==> src/rtl/quad_product_accumulator.sv <==
`default_nettype none
// ============================================================================
// Module  : quad_product_accumulator
// Brief   : Four-tap product sum: y = sum of the last four a*b products,
//           fully registered (taps, multipliers, adder tree, output).
// Revision: 1.0 - initial release
// ============================================================================
module quad_product_accumulator #(
  parameter int INPUT_WIDTH  = 14,
  parameter int OUTPUT_WIDTH = 28
) (
  input  logic                    clk,
  input  logic                    reset,
  input  logic [INPUT_WIDTH-1:0]  a,
  input  logic [INPUT_WIDTH-1:0]  b,
  output logic [OUTPUT_WIDTH-1:0] y
);

  localparam int PROD_W = 2 * INPUT_WIDTH;
  localparam int PAIR_W = PROD_W + 1;
  // Final sum is wide enough for both the full result and the output slice.
  localparam int SUM_W  = (PROD_W + 2 > OUTPUT_WIDTH) ? PROD_W + 2 : OUTPUT_WIDTH;

  logic [INPUT_WIDTH-1:0] xa [4];
  logic [INPUT_WIDTH-1:0] xb [4];
  logic [PROD_W-1:0]      p  [4];
  logic [PAIR_W-1:0]      s01;
  logic [PAIR_W-1:0]      s23;
  logic [SUM_W-1:0]       sum_all;

  always_ff @(posedge clk or posedge reset) begin
    if (reset) begin
      for (int i = 0; i < 4; i++) begin
        xa[i] <= '0;
        xb[i] <= '0;
      end
    end else begin
      xa[0] <= a;
      xb[0] <= b;
      for (int i = 1; i < 4; i++) begin
        xa[i] <= xa[i-1];
        xb[i] <= xb[i-1];
      end
    end
  end

  // One dedicated multiplier per tap.
  for (genvar i = 0; i < 4; i++) begin : g_mul
    always_ff @(posedge clk or posedge reset) begin
      if (reset) begin
        p[i] <= '0;
      end else begin
        p[i] <= PROD_W'(xa[i]) * PROD_W'(xb[i]);
      end
    end
  end

  always_ff @(posedge clk or posedge reset) begin
    if (reset) begin
      s01 <= '0;
      s23 <= '0;
    end else begin
      s01 <= PAIR_W'(p[0]) + PAIR_W'(p[1]);
      s23 <= PAIR_W'(p[2]) + PAIR_W'(p[3]);
    end
  end

  assign sum_all = SUM_W'(s01) + SUM_W'(s23);

  always_ff @(posedge clk or posedge reset) begin
    if (reset) begin
      y <= '0;
    end else begin
      y <= sum_all[OUTPUT_WIDTH-1:0];
    end
  end

endmodule
`default_nettype wire

==> config.mk <==
export PLATFORM = sky130hd
export DESIGN_NAME = quad_product_accumulator
export DESIGN_NICKNAME = d
export VERILOG_FILES = /design/src/rtl/quad_product_accumulator.sv
export SDC_FILE = /design/constraint.sdc
export NUM_CORES = 2
export LEC_CHECK = 0
export CELL_PAD_IN_SITES_DETAIL_PLACEMENT = 0
export CELL_PAD_IN_SITES_GLOBAL_PLACEMENT = 1
export CORE_UTILIZATION = 54
export CTS_BUF_LIST = sky130_fd_sc_hd__clkbuf_2
export CTS_CLUSTER_DIAMETER = 30
export DETAILED_ROUTE_END_ITERATION = 6
export DONT_BUFFER_PORTS = 1
export GPL_TIMING_DRIVEN = 0
export PLACE_DENSITY_LB_ADDON = 0.2
export SLEW_MARGIN = 10
export SYNTH_ARGS = -nofsm -noshare
export SYNTH_HDL_FRONTEND = slang
export SYNTH_SLANG_ARGS = --single-unit
==> constraint.sdc <==
create_clock -name clk -period 12.1 [get_ports clk]
set_input_delay 1.21 -clock clk [delete_from_list [all_inputs] [get_ports clk]]
set_output_delay 1.21 -clock clk [all_outputs]
set_load 0.05 [all_outputs]
==> key figures <==
Run status
  • Status: complete, no violations

Floorplan
  • Area of the core: ~70000 µm²
  • Die extent in y: between 200 and 300 µm
  • Die Area: between 70000 and 80000 µm²
  • Width of the die: 268 µm
  • Floorplan row count: between 90 and 100
  • Number of top-level pins: 58
  • Initial core utilization: 54.5%

Yosys
  • Ys async rst share: 100%
  • Post-synth EDFFs: 0
  • Distinct cells, synth: 65
  • Post-synthesis cell count: between 3k and 4k
  • Synth Register Bits: 308
  • Seq/Total Area, Yosys: between 20% and 30%
  • Avg Cell Area, Syn: slightly below 10 µm²
  • Syn nets: 5011
  • Ys flop type: dfrtp_1
  • Yosys warns: 0
  • Post-synthesis cell area: around 38000 µm²

Worst setup path
  • Slowest CP cell: clkbuf_1
  • CP Class: register to register
  • Critical Path Max Stage Delay: approximately 0.59 ns
  • Required time worst endpoint: roughly 13 ns
  • Critical Path AT: ~8.0 ns
  • Endpoint class of the critical path: register
  • Cell mode on critical path: fa_1
  • Ordered list of cells on the worst path: clkbuf_1 -> and2_1 -> fa_1 -> inv_1 -> fa_1 -> inv_1 -> fa_1 -> fa_1 -> fa_1 -> inv_1 -> fa_1 -> inv_1 -> ha_1 -> a21oi_1 -> o221ai_1 -> a21o_1 -> a221oi_2 -> a21oi_1 -> o22ai_2 -> or4b_1 -> o211ai_1
  • Crit path launch type: register
  • CP Max Fanout: 10

Timing
  • Final worst slack: about 5 ns
  • Slew Limit Fails: 0
  • F_max: about 140 MHz
  • Min Tclk post-route: 7.13 ns
  • Setup Skew: about 0.12 ns
  • Worst slew pin tran: roughly 0.95 ns
  • Fin crit share: 59.0%
  • RSZ-0062 raised after global routing: false
  • Hold Vio Cnt, Final: 0
  • Min Hold Slack: 0.149 ns
  • Slew HR: a little over a third
  • Setup violators final: 0

Routing
  • Wire length on met2: approximately 48000 µm
  • Top Layer Used: met4
  • WL met3: between 4000 and 5000 µm
  • Final ANT Viol Nets: 0
  • Wire length per cell: 19.1 µm
  • Residual DRC: 0
  • Drt via density: approximately 5.4
  • DR iter-0 viols: 1392
  • First-pass DRT Iterations: 5
  • Routed WL: between 90000 and 100000 µm
  • Met1 WL: 41100 µm
  • Via count: between 20k and 30k

Global routing
  • Total GRT Usage: around 28%
  • First-pass GRT wire length: 155000 µm
  • Largest net degree at the start of global routing: between 100 and 150
  • Vias in the first global route: 28.2k
  • Total gr overflow: 0
  • Initial antenna violation count: 5

Clocking
  • Clock Latency Late Sink: between 1 and 1.5 ns
  • Postcts setup bufs: 0
  • H-tree depth: 3
  • CTS tree: done
  • Clock sink count: 308
  • Root Driver: clkbuf_2
  • CTS Buf Count: between 80 and 90
  • Clock Tree Buf Depth: 3
  • Worst-path clk slew: approximately 0.11 ns

Placement
  • Post-place setup slack: 5.06 ns
  • Cell count after placement: between 4k and 5k
  • Dpl hpwl: about 80000 µm
  • Routability congestion estimate: 0.896
  • Port Buffers: 0

Run
  • Max cap viols: 0

Cells and area
  • Final-stage net count: approximately 5.1k
  • Post-Layout Cell Count: between 5k and 6k
  • Synth-to-layout area growth: 5.66%
  • Fraction of layout cells with a size suffix above 1: around 3.8%

Min path
  • HP Class: input pin to register
==> metrics by stage <==
| stage | util (%) | cell area, µm² | TNS, ns |
|---|---|---|---|
| after floorplan | - | 38100 | 0 |
| after global placement | 56.2 | 39300 | -194.24 |
| after detailed placement | 56.3 | 39400 | 0 |
| after CTS | 57.6 | 40300 | 0 |
| after global routing | 57.6 | 40300 | 0 |
| final | 57.6 | 40300 | 0 |
==> cells by family (layout without fill, tap and decap cells) <==
kind of cell	after synthesis	in the layout	synth area share (%)
flops	308	308	20.2
simple gates	1165	1165	14.9
fa+ha+maj	1016	1016	44.5
xor+xnor	164	164	3.77
other cells	0	4	0
mux	4	4	0.105
buf+inv	812	966	7.99
compound gates	496	496	8.53
==> layout make-up <==
class / count / area [µm²]
fillers: 6417 / 29600
multi-input cells: 2845 / 27400
flip-flops and latches: 308 / 7710
inverters: 678 / 2550
well taps: 940 / 1180
clock buffers: 111 / 556
plain buffers: 134 / 503
clock inverters: 40 / 344
repair buffers: 3 / 65.1
diodes: 4 / 10.0
==> per-layer routing <==
layer / global-route usage, % / up-vias
li1: - / 12700
met1: 37.3 / 13900
met2: 48.4 / 641
met3: 4.00 / 137
met4: 8.60 / 0
met5: 0 / -
==> cells in the mapped netlist, types with 3 or more instances <==
| cell | number | area share [%] |
|---|---|---|
| a2111oi_0 | 7 | 0.16 |
| nor2_1 | 113 | 1.1 |
| o311ai_0 | 5 | 0.11 |
| nor3_1 | 25 | 0.33 |
| a22oi_1 | 4 | 0.079 |
| xnor2_1 | 116 | 2.7 |
| nand3b_1 | 4 | 0.079 |
| nor4_1 | 4 | 0.066 |
| nand3_1 | 37 | 0.49 |
| or3_1 | 4 | 0.066 |
| o211ai_1 | 13 | 0.26 |
| a21oi_1 | 153 | 2.0 |
| a211o_1 | 5 | 0.11 |
| nor3b_1 | 4 | 0.079 |
| a31o_2 | 3 | 0.069 |
| nand4_1 | 24 | 0.39 |
| ha_1 | 449 | 15 |
| o21bai_1 | 23 | 0.45 |
| a31oi_1 | 22 | 0.36 |
| nor2b_1 | 17 | 0.28 |
| clkbuf_1 | 134 | 1.3 |
| o31ai_1 | 10 | 0.20 |
| a21o_1 | 90 | 1.8 |
| o21a_1 | 24 | 0.47 |
| inv_1 | 678 | 6.7 |
| or2_2 | 6 | 0.098 |
| o21ai_0 | 73 | 0.96 |
| nand2_1 | 516 | 5.1 |
| nand2b_1 | 17 | 0.28 |
| dfrtp_1 | 308 | 20 |
| o221ai_1 | 4 | 0.092 |
| a211oi_1 | 23 | 0.45 |
| a41oi_1 | 5 | 0.11 |
| and3_1 | 17 | 0.28 |
| and2_1 | 367 | 6.0 |
| xor2_1 | 48 | 1.1 |
| o2111ai_1 | 6 | 0.14 |
| fa_1 | 567 | 30 |
| mux2i_1 | 4 | 0.11 |
==> placed cells by master, fill, tap and decap left out, types with 111 or more instances in the layout <==
master / count
a21oi_1: 153
and2_1: 367
clkbuf_1: 134
clkbuf_2: 111
dfrtp_1: 308
fa_1: 567
ha_1: 449
inv_1: 677
nand2_1: 516
nor2_1: 113
xnor2_1: 116
==> state kept, by name, summed over array words and instances, names as in the netlist <==
| signal | count |
|---|---|
| p | 112 |
| s01 | 28 |
| s23 | 28 |
| xa | 56 |
| xb | 56 |
| y | 28 |
==> repair_timing <==
item                      in CTS  in global routing
hold endpoints to repair      25                  0
gates resized for setup        0                  0
hold buffers                   1                  0
==> worst paths after layout <==
kind | from | endpoint | slack [ns] | depth (start not counted)
setup / recovery | xa[34]$_DFF_PP0_ | p[81]$_DFF_PP0_ | 4.97 | 21
hold / removal | b[0] | xb[42]$_DFF_PP0_ | 0.15 | 0
setup reg to reg | xa[34]$_DFF_PP0_ | p[81]$_DFF_PP0_ | 4.97 | 21
hold reg to reg | xa[41]$_DFF_PP0_ | xa[27]$_DFF_PP0_ | 0.46 | 0
max in group asynchronous | reset | y[13]$_DFF_PP0_ | 10.30 | 3
min in group asynchronous | reset | p[70]$_DFF_PP0_ | 0.73 | 2
==> worst max-delay path, delay by kind of cell, from the launching register on <==
kind	cells	cell delay [ns]
AO/OA/AOI/OAI	7	1.65
adder cells (fa/ha/maj)	7	3.09
buffers and inverters	5	0.85
flip-flops	1	0.56
AND/OR/NAND/NOR	2	0.71
Power is not shown: default switching activity piles up to over one toggle a cycle in this logic, so the estimate is an artifact.
